<file path="config.mk">
export PLATFORM = sky130hd
export DESIGN_NAME = stack_pop_seq
export DESIGN_NICKNAME = d
export VERILOG_FILES = /design/src/rtl/stack_pop_seq_pkg.sv /design/src/rtl/stack_pop_seq_mask_prio.sv /design/src/rtl/stack_pop_seq.sv
export SDC_FILE = /design/constraint.sdc
export NUM_CORES = 1
export LEC_CHECK = 0
export BUFFER_PORTS_ARGS = -buffer_cell sky130_fd_sc_hd__buf_2
export CELL_PAD_IN_SITES_DETAIL_PLACEMENT = 0
export CELL_PAD_IN_SITES_GLOBAL_PLACEMENT = 1
export CORE_MARGIN = 2
export CORE_UTILIZATION = 38
export CTS_CLUSTER_DIAMETER = 120
export DETAILED_ROUTE_END_ITERATION = 10
export PLACE_DENSITY_LB_ADDON = 0.15
export SYNTH_ARGS = -nofsm -noshare
export SYNTH_HDL_FRONTEND = slang
export SYNTH_SLANG_ARGS = --single-unit
</file>
<file path="constraint.sdc">
create_clock -name clk -period 2.4 [get_ports clk]
set_input_delay 0.48 -clock clk [delete_from_list [all_inputs] [get_ports clk]]
set_output_delay 0.48 -clock clk [all_outputs]
set_load 0.01 [all_outputs]
</file>
<file path="src/rtl/stack_pop_seq_pkg.sv">
// stack_pop_seq_pkg
// Shared types for the stack pop sequencer (and the future push sequencer):
//   pop_state_e  - sequencer FSM encoding (IDLE, SCAN, REQ, ADJ, DONE)
//   stack_bit_e  - bit index of each STACK_* flag inside the 16-bit pop/push mask
//   sp_advance   - 16-bit stack pointer arithmetic (wraps modulo 2^16)
package stack_pop_seq_pkg;

  typedef enum logic [2:0] {
    POP_IDLE = 3'd0,
    POP_SCAN = 3'd1,
    POP_REQ  = 3'd2,
    POP_ADJ  = 3'd3,
    POP_DONE = 3'd4
  } pop_state_e;

  // Higher index is popped first: MODRM, PC, PS, PSW, IY ... AW.
  // Bits 8, 11 and 12 carry no register.
  typedef enum logic [3:0] {
    STACK_AW    = 4'd0,
    STACK_CW    = 4'd1,
    STACK_DW    = 4'd2,
    STACK_BW    = 4'd3,
    STACK_SP    = 4'd4,
    STACK_BP    = 4'd5,
    STACK_IX    = 4'd6,
    STACK_IY    = 4'd7,
    STACK_PSW   = 4'd9,
    STACK_PS    = 4'd10,
    STACK_PC    = 4'd13,
    STACK_MODRM = 4'd14,
    STACK_IMM   = 4'd15
  } stack_bit_e;

  // SP arithmetic is always 16-bit and wraps.
  function automatic logic [15:0] sp_advance(input logic [15:0] sp, input logic [15:0] delta);
    return sp + delta;
  endfunction

endpackage

</file>
<file path="src/rtl/stack_pop_seq_mask_prio.sv">
// stack_pop_seq_mask_prio
// Combinational highest-set-bit encoder over a 15-bit stack mask.
// Ports:
//   mask  in  15  candidate bits (bit 15 / STACK_IMM is never a register slot)
//   found out 1   at least one bit of mask is set
//   idx   out 4   index of the highest set bit (0 when found is 0)
module stack_pop_seq_mask_prio
  import stack_pop_seq_pkg::*;
(
  input  logic [14:0] mask,
  output logic        found,
  output logic [3:0]  idx
);

  // Ascending scan: the last set bit seen is the highest one.
  always_comb begin
    found = 1'b0;
    idx   = 4'd0;
    for (int i = 0; i < 15; i++) begin
      found = found | mask[i];
      idx   = mask[i] ? 4'(i) : idx;
    end
  end

endmodule

</file>
<file path="src/rtl/stack_pop_seq.sv">
// stack_pop_seq
// Multi-cycle stack pop sequencer. For each set bit of the pop mask (highest
// first) it issues one word read at SS:SP, forwards the word to the register
// file / MODRM writer and advances SP by 2. Finally it optionally adds the RET
// immediate to SP and strobes the final SP back.
//
// Configuration: define STACK_POP_IMM_EN to honour mask bit 15 (STACK_IMM) and
// the imm input via an extra ADJ cycle. Without it, bit 15 and imm are ignored.
//
// Ports:
//   clk, reset_n               clock, asynchronous active-low reset
//   start, pop_mask, ss,       sequence request and its operands (sampled in IDLE)
//   sp_in, imm
//   mem_req, mem_addr          word read request / physical address to the BIU
//   mem_ack, mem_rdata         read completion and data (same cycle)
//   wr_en, wr_sel, wr_data     popped-word write strobe, mask bit index, data
//   sp_out, sp_we              running SP and final-SP commit strobe
//   busy, done                 not-IDLE flag, completion pulse
module stack_pop_seq
  import stack_pop_seq_pkg::*;
#(
  parameter int ADDR_W = 20
) (
  input  logic              clk,
  input  logic              reset_n,
  input  logic              start,
  input  logic [15:0]       pop_mask,
  input  logic [15:0]       ss,
  input  logic [15:0]       sp_in,
  input  logic [15:0]       imm,
  output logic              mem_req,
  output logic [ADDR_W-1:0] mem_addr,
  input  logic              mem_ack,
  input  logic [15:0]       mem_rdata,
  output logic              wr_en,
  output logic [3:0]        wr_sel,
  output logic [15:0]       wr_data,
  output logic [15:0]       sp_out,
  output logic              sp_we,
  output logic              busy,
  output logic              done
);

  localparam logic [2:0] ST_IDLE = POP_IDLE;
  localparam logic [2:0] ST_SCAN = POP_SCAN;
  localparam logic [2:0] ST_REQ  = POP_REQ;
  localparam logic [2:0] ST_DONE = POP_DONE;
`ifdef STACK_POP_IMM_EN
  localparam logic [2:0] ST_ADJ  = POP_ADJ;
`endif

  // (ss << 4) + sp, both zero-extended, wrapping modulo 2^ADDR_W.
  function automatic logic [ADDR_W-1:0] phys_addr(input logic [15:0] seg, input logic [15:0] off);
    return (ADDR_W'(seg) << 4) + ADDR_W'(off);
  endfunction

  logic [2:0]  state_r;
  logic [14:0] rem_r;
  logic [15:0] ss_r;
  logic [3:0]  cur_idx_r;
  logic        found_s;
  logic [3:0]  idx_s;

`ifdef STACK_POP_IMM_EN
  logic [15:0] imm_r;
  logic        imm_pend_r;
`else
  logic        unused_cfg_s;
  assign unused_cfg_s = ^{imm, pop_mask[15]};
`endif

  stack_pop_seq_mask_prio u_prio (
    .mask  (rem_r),
    .found (found_s),
    .idx   (idx_s)
  );

  // Sequencer FSM; every output is a flop. Strobes default low each cycle.
  always_ff @(posedge clk or negedge reset_n) begin
    if (!reset_n) begin
      state_r    <= ST_IDLE;
      rem_r      <= 15'd0;
      ss_r       <= 16'd0;
      cur_idx_r  <= 4'd0;
      mem_req    <= 1'b0;
      mem_addr   <= {ADDR_W{1'b0}};
      wr_en      <= 1'b0;
      wr_sel     <= 4'd0;
      wr_data    <= 16'd0;
      sp_out     <= 16'd0;
      sp_we      <= 1'b0;
      busy       <= 1'b0;
      done       <= 1'b0;
`ifdef STACK_POP_IMM_EN
      imm_r      <= 16'd0;
      imm_pend_r <= 1'b0;
`endif
    end else begin
      wr_en <= 1'b0;
      sp_we <= 1'b0;
      done  <= 1'b0;
      case (state_r)
        ST_IDLE: begin
          if (start) begin
            rem_r   <= pop_mask[14:0];
            ss_r    <= ss;
            sp_out  <= sp_in;
`ifdef STACK_POP_IMM_EN
            imm_r      <= imm;
            imm_pend_r <= pop_mask[15];
`endif
            busy    <= 1'b1;
            state_r <= ST_SCAN;
          end else begin
            state_r <= ST_IDLE;
          end
        end
        ST_SCAN: begin
          if (found_s) begin
            mem_addr  <= phys_addr(ss_r, sp_out);
            mem_req   <= 1'b1;
            cur_idx_r <= idx_s;
            state_r   <= ST_REQ;
`ifdef STACK_POP_IMM_EN
          end else if (imm_pend_r) begin
            state_r <= ST_ADJ;
`endif
          end else begin
            sp_we   <= 1'b1;
            done    <= 1'b1;
            state_r <= ST_DONE;
          end
        end
        ST_REQ: begin
          if (mem_ack) begin
            mem_req <= 1'b0;
            // POP R reads the saved SP slot but must not overwrite SP.
            wr_en   <= (cur_idx_r != 4'(STACK_SP));
            wr_sel  <= cur_idx_r;
            wr_data <= mem_rdata;
            rem_r   <= rem_r & ~(15'd1 << cur_idx_r);
            sp_out  <= sp_advance(sp_out, 16'd2);
            state_r <= ST_SCAN;
          end else begin
            state_r <= ST_REQ;
          end
        end
`ifdef STACK_POP_IMM_EN
        ST_ADJ: begin
          sp_out     <= sp_advance(sp_out, imm_r);
          imm_pend_r <= 1'b0;
          sp_we      <= 1'b1;
          done       <= 1'b1;
          state_r    <= ST_DONE;
        end
`endif
        ST_DONE: begin
          busy    <= 1'b0;
          state_r <= ST_IDLE;
        end
        default: begin
          mem_req <= 1'b0;
          busy    <= 1'b0;
          state_r <= ST_IDLE;
        end
      endcase
    end
  end

endmodule

</file>
# Yosys cells after proc, flatten, opt, wreduce, memory -nomap -nowiden
# Cells that the tools add are included.
[totals]
wordCells = 83
reg_bits = 98
out_inout_bits = 61
inputBits = 84
[classes]
bitwise = 18
addsub = 2
shifts = 1
eq_ne = 7
n_reduce_logical = 10
mux = 33
[op_table]
columns = ["cell", "n"]
rows = [
  ["4-bit 2-to-1 mux", 13],
  ["16-bit 2-to-1 mux", 2],
  ["16-bit one-hot mux with 2 select lines", 1],
  ["15-bit 2-to-1 mux", 2],
  ["15-bit one-hot mux with 2 select lines", 1],
  ["20-bit by 16-bit adder with 20-bit output", 1],
  ["16-bit by 2-bit adder with 16-bit output (second input constant)", 1],
  ["15-bit bitwise AND", 1],
  ["15-bit NOT", 1],
  ["1-bit by 4-bit left shift with 15-bit output (first input constant)", 1],
  ["1-bit bitwise OR", 14],
  ["1-bit 2-to-1 mux", 9],
  ["3-bit one-hot mux with 3 select lines", 1],
  ["2-bit AND reduction", 4],
  ["2-bit != test (second input constant)", 3],
  ["3-bit AND reduction", 2],
  ["4-bit by 3-bit != test with 1-bit output (second input constant)", 1],
  ["2-bit OR reduction", 2],
  ["3-bit by 1-bit == test with 1-bit output (second input constant)", 1],
  ["3-bit by 2-bit == test with 1-bit output (second input constant)", 1],
  ["3-bit == test (second input constant)", 1],
  ["3-bit logical NOT", 1],
  ["3-bit 2-to-1 mux", 1],
  ["1-bit one-hot mux with 3 select lines", 1],
  ["other kinds (4)", 5],
]

# Logic depth before layout (Yosys ltp)
[depth]
depth_word = 16
depth_mapped = 9
ltp_nobuf = 9

# Cells and area by module
# From an unflattened synthesis, not the netlist that was laid out.
[unflattened]
hier_cells = 477
hier_area_um2 = 4883.4
[by_module_without_submodules]
columns = ["module", "cells_each", "seq_area_each_um2", "area_per_inst_um2", "instances"]
rows = [
  ["stack_pop_seq", 450, 2452.4, 4732.0, 1],
  ["stack_pop_seq_mask_prio", 27, 0.0, 151.4, 1],
]

# Worst setup path before layout
# OpenSTA, ideal clock, no wires.
[synth_timing]
kind = "reg-to-reg"
from = "register sp_out[4]"
to = "register mem_addr[18]"
synth_period_minus_slack_ns = 2.071
slack_ns = 0.329
t_arrival_ns = 1.938
path_buffers = 0
stages_incl_launch_ff = 10
required_ns = 2.267
setup_ns = 0.133
cell_sequence = "dfrtp_1 -> ha_1 -> inv_1 -> fa_1 -> nand2b_1 -> a21oi_1 -> o21ai_0 -> a31oi_1 -> xnor2_1 -> o21ai_0"
[synth_between]
elab_chain_cells = 1
[synth_rtl]
columns = ["element", "line_no", "source"]
rows = [
  ["start: declaration", "stack_pop_seq.sv:38", "output logic [15:0] sp_out,"],
  ["start signal: assignment", "stack_pop_seq.sv:107", "sp_out <= sp_in;"],
  ["start signal: assignment", "stack_pop_seq.sv:142", "sp_out <= sp_advance(sp_out, 16'd2);"],
  ["20-bit by 16-bit adder with 20-bit output", "stack_pop_seq.sv:54", "return (ADDR_W'(seg) << 4) + ADDR_W'(off);"],
  ["end signal: assignment", "stack_pop_seq.sv:86", "mem_addr <= {ADDR_W{1'b0}};"],
  ["end signal: assignment", "stack_pop_seq.sv:120", "mem_addr <= phys_addr(ss_r, sp_out);"],
  ["end: declaration", "stack_pop_seq.sv:32", "output logic [ADDR_W-1:0] mem_addr,"],
]
# Every way passes these cells.
# A chain may end at the register's enable or synchronous reset.

# Worst setup path in the final report
# Same ends and word-level chain as after synthesis.

==> reports/results.ini <==
[logic_synthesis]
synth_warnings = 0
yosysTopAreaCell = dfrtp_1
synth.ff_latch_count = 98
synth_most_common_cell = nand2_1
synth_fp_nets = 650
synth_cells = 552
seq_area_frac_synth_pct = 50.74
synth_cell_types = 47
async_reset_ff_share_pct = 100.0
synth_enable_flop_cells = 0
avgSynthCellArea_um2 = 8.756
synth_top_area_share_pct = 50.74
synthTopCellsByCount = nand2_1 (171), dfrtp_1 (98), o21ai_0 (50), a21oi_1 (30), nor2_1 (29)
yosys_most_used_dff = dfrtp_1
synth.area.top_cells = dfrtp_1 (51%), nand2_1 (13%), o21ai_0 (5.2%)
netlist_area_um2 = 4833

[floorplanning]
start_util_pct = 38.61
fp.dieW_um = 116.8
core_um2 = 12520
ios = 145
die_h_um = 116.8
placementRows = 41
dieArea_um2 = 13640

[cts]
clock_sinks = 98
post_cts_buffers = 0
clock_latency_ps = 350
cts_inserted_buffers = 9
h-tree-depth = 3
cts_root_buf = clkbuf_16
cts_resized = 0
clock_path_buffers = 2
clkTransAtPathRegs_ps = 70
hold_buffers = 0
cts_tree = built

[timing]
setup_tns_ps = 0
rsz0062_at_grt = false
relSlewSlack_pct = 62.62
fin_worst_skew_ps = 8.393
period_share_pct = 93.44
hold_viol = 0
finalCriticalPeriod_ps = 2243
finalSetupViolCount = 0
fmax_mhz = 445.9
finalMaxSlewViolations = 0
tightest_slew_ps = 554.9
setup_ws_ps = 157.4

[worst_setup_path]
cp-start-kind = register
cp.depth = 9
critical_path_buf_inv_count = 1
worst_setup_path_end_kind = register
path_common_cell = o21ai_0
cpLargestDelayFamily = compound AO/OA/AOI/OAI gates
cp.arrival_ps = 2470
slowest_delay_ps = 400
critical_path.slowest_cell = dfrtp_1
cp_cell_sequence = ha_1 -> inv_1 -> fa_1 -> nand2b_1 -> a21oi_1 -> o21ai_0 -> a31oi_1 -> xnor2_1 -> o21ai_0
reg2reg_slack_ps = 160
cp_max_fo = 4
crit_required_ps = 2630
reg2reg_depth = 9
path_class = register to register

[routing]
drt_iter0_markers = 268
viasPerCell = 5.003
routedWlPerCell_um = 14.99
routed_wl_mm = 12.92
drc = 0
ant_nets = 0
vias = 4313
first_pass_iters = 4

[power]
leakage_nw = 2.953
power_mw = 8.814
vdd_drop_max_mv = 0.9063
powerDensity_nw_per_um2 = 1457

[final_layout]
diodes = 0
nets = 783
final_layout_size_suffix_gt1_share_pct = 24.78
syn_to_final_growth_pct = 25.19

[outcome]
run_status = finished clean

[global_route]
overflow = 0
grt_pass1_wl_mm = 21.10
grt_max_degree = 99
antenna_found_initial = 0
grt_pass1_vias = 4248
grt_use_total_pct = 20.00

[min_path]
hold_path.class = primary input to asynchronous set/reset pin

[run]
maxCapViolations = 0

[placed_design]
gp_congestion = 0.8816
dp_slack_ps = 179.0
dp_hpwl_mm = 9.494
numPortBuffers = 127

power breakdown:
part           internal (mW)  switching, mW  leakage, nW  total [mW]
registers               2.43          0.649         1.20        3.08
logic                   1.80           2.48         1.61        4.28
clock network          0.838          0.616        0.143        1.45
total                   5.07           3.75         2.95        8.81
cell usage in the layout, fill, tap and decap left out, drive strengths merged, types with 3 or more instances in the layout:
cell / count
o22ai: 4
and3: 3
nor3b: 4
nor2b: 3
ha: 13
nor4: 5
dfrtp: 98
nand4: 6
inv: 10
a21oi: 30
mux2: 7
mux2i: 3
nand2b: 9
xor2: 8
o211ai: 6
a211oi: 5
nor2: 29
nor3: 9
a31oi: 5
xnor2: 5
nand2: 172
o21ai: 59
nand3: 14
clkbuf: 12
buf: 145
path summary, 6_finish.rpt:
path / startpoint / end
min in group clk: ss[2] / ss_r[2]$_DFFE_PN0P_
setup reg to reg: sp_out[4]$_DFFE_PN0P_ / mem_addr[18]$_DFFE_PN0P_
setup / recovery: sp_out[4]$_DFFE_PN0P_ / mem_addr[18]$_DFFE_PN0P_
max in group asynchronous: reset_n / sp_out[0]$_DFFE_PN0P_
hold reg to reg: wr_data[7]$_DFFE_PN0P_ / wr_data[7]$_DFFE_PN0P_
hold / removal: reset_n / wr_data[11]$_DFFE_PN0P_
area by class of cell:
type	instances	area [um^2]
inverter	10	37.54
clock inverter	4	51.30
multi-input combinational	421	2237
sequential	98	2452
tap	172	215.2
timing repair buffer	145	810.8
fill	1274	6466
clock buffer	12	246.5
flip-flops by register name (all words and copies together), names as in the netlist:
name	count
mem_addr	20
sp_out	16
ss_r	16
wr_data	16
rem_r	15
cur_idx_r	4
wr_sel	4
state_r	3
busy	1
done	1
mem_req	1
wr_en	1
metrics by stage:
step	cells	hold WS (ps)	area [um^2]	utilization (%)
final	862	173.9	6051	48.34
after global routing	862	220.7	6051	48.34
after CTS	862	218.3	6051	48.34
after detailed placement	846	456.3	5753	45.96
after global placement	846	456.0	5753	45.96
after floorplan	552	184.4	4833	-
cells by family (layout without fill, tap and decap cells):
logic type | count (synthesis) | in the layout | synth area share, %
xor+xnor | 13 | 13 | 2.356
mux | 10 | 10 | 2.252
buf+inv | 33 | 171 | 3.106
simple gates | 260 | 260 | 23.09
fa+ha+maj | 14 | 14 | 3.780
flops | 98 | 98 | 50.74
compound gates | 124 | 124 | 14.68
metal layers:
layer | GRT usage, % | routed length, um
met1 | 25.72 | 5843
met2 | 34.10 | 6361
met3 | 5.252 | 577
met4 | 4.471 | 142
met5 | 0 | 0
Note: power is estimated with default switching activity, not from simulation.
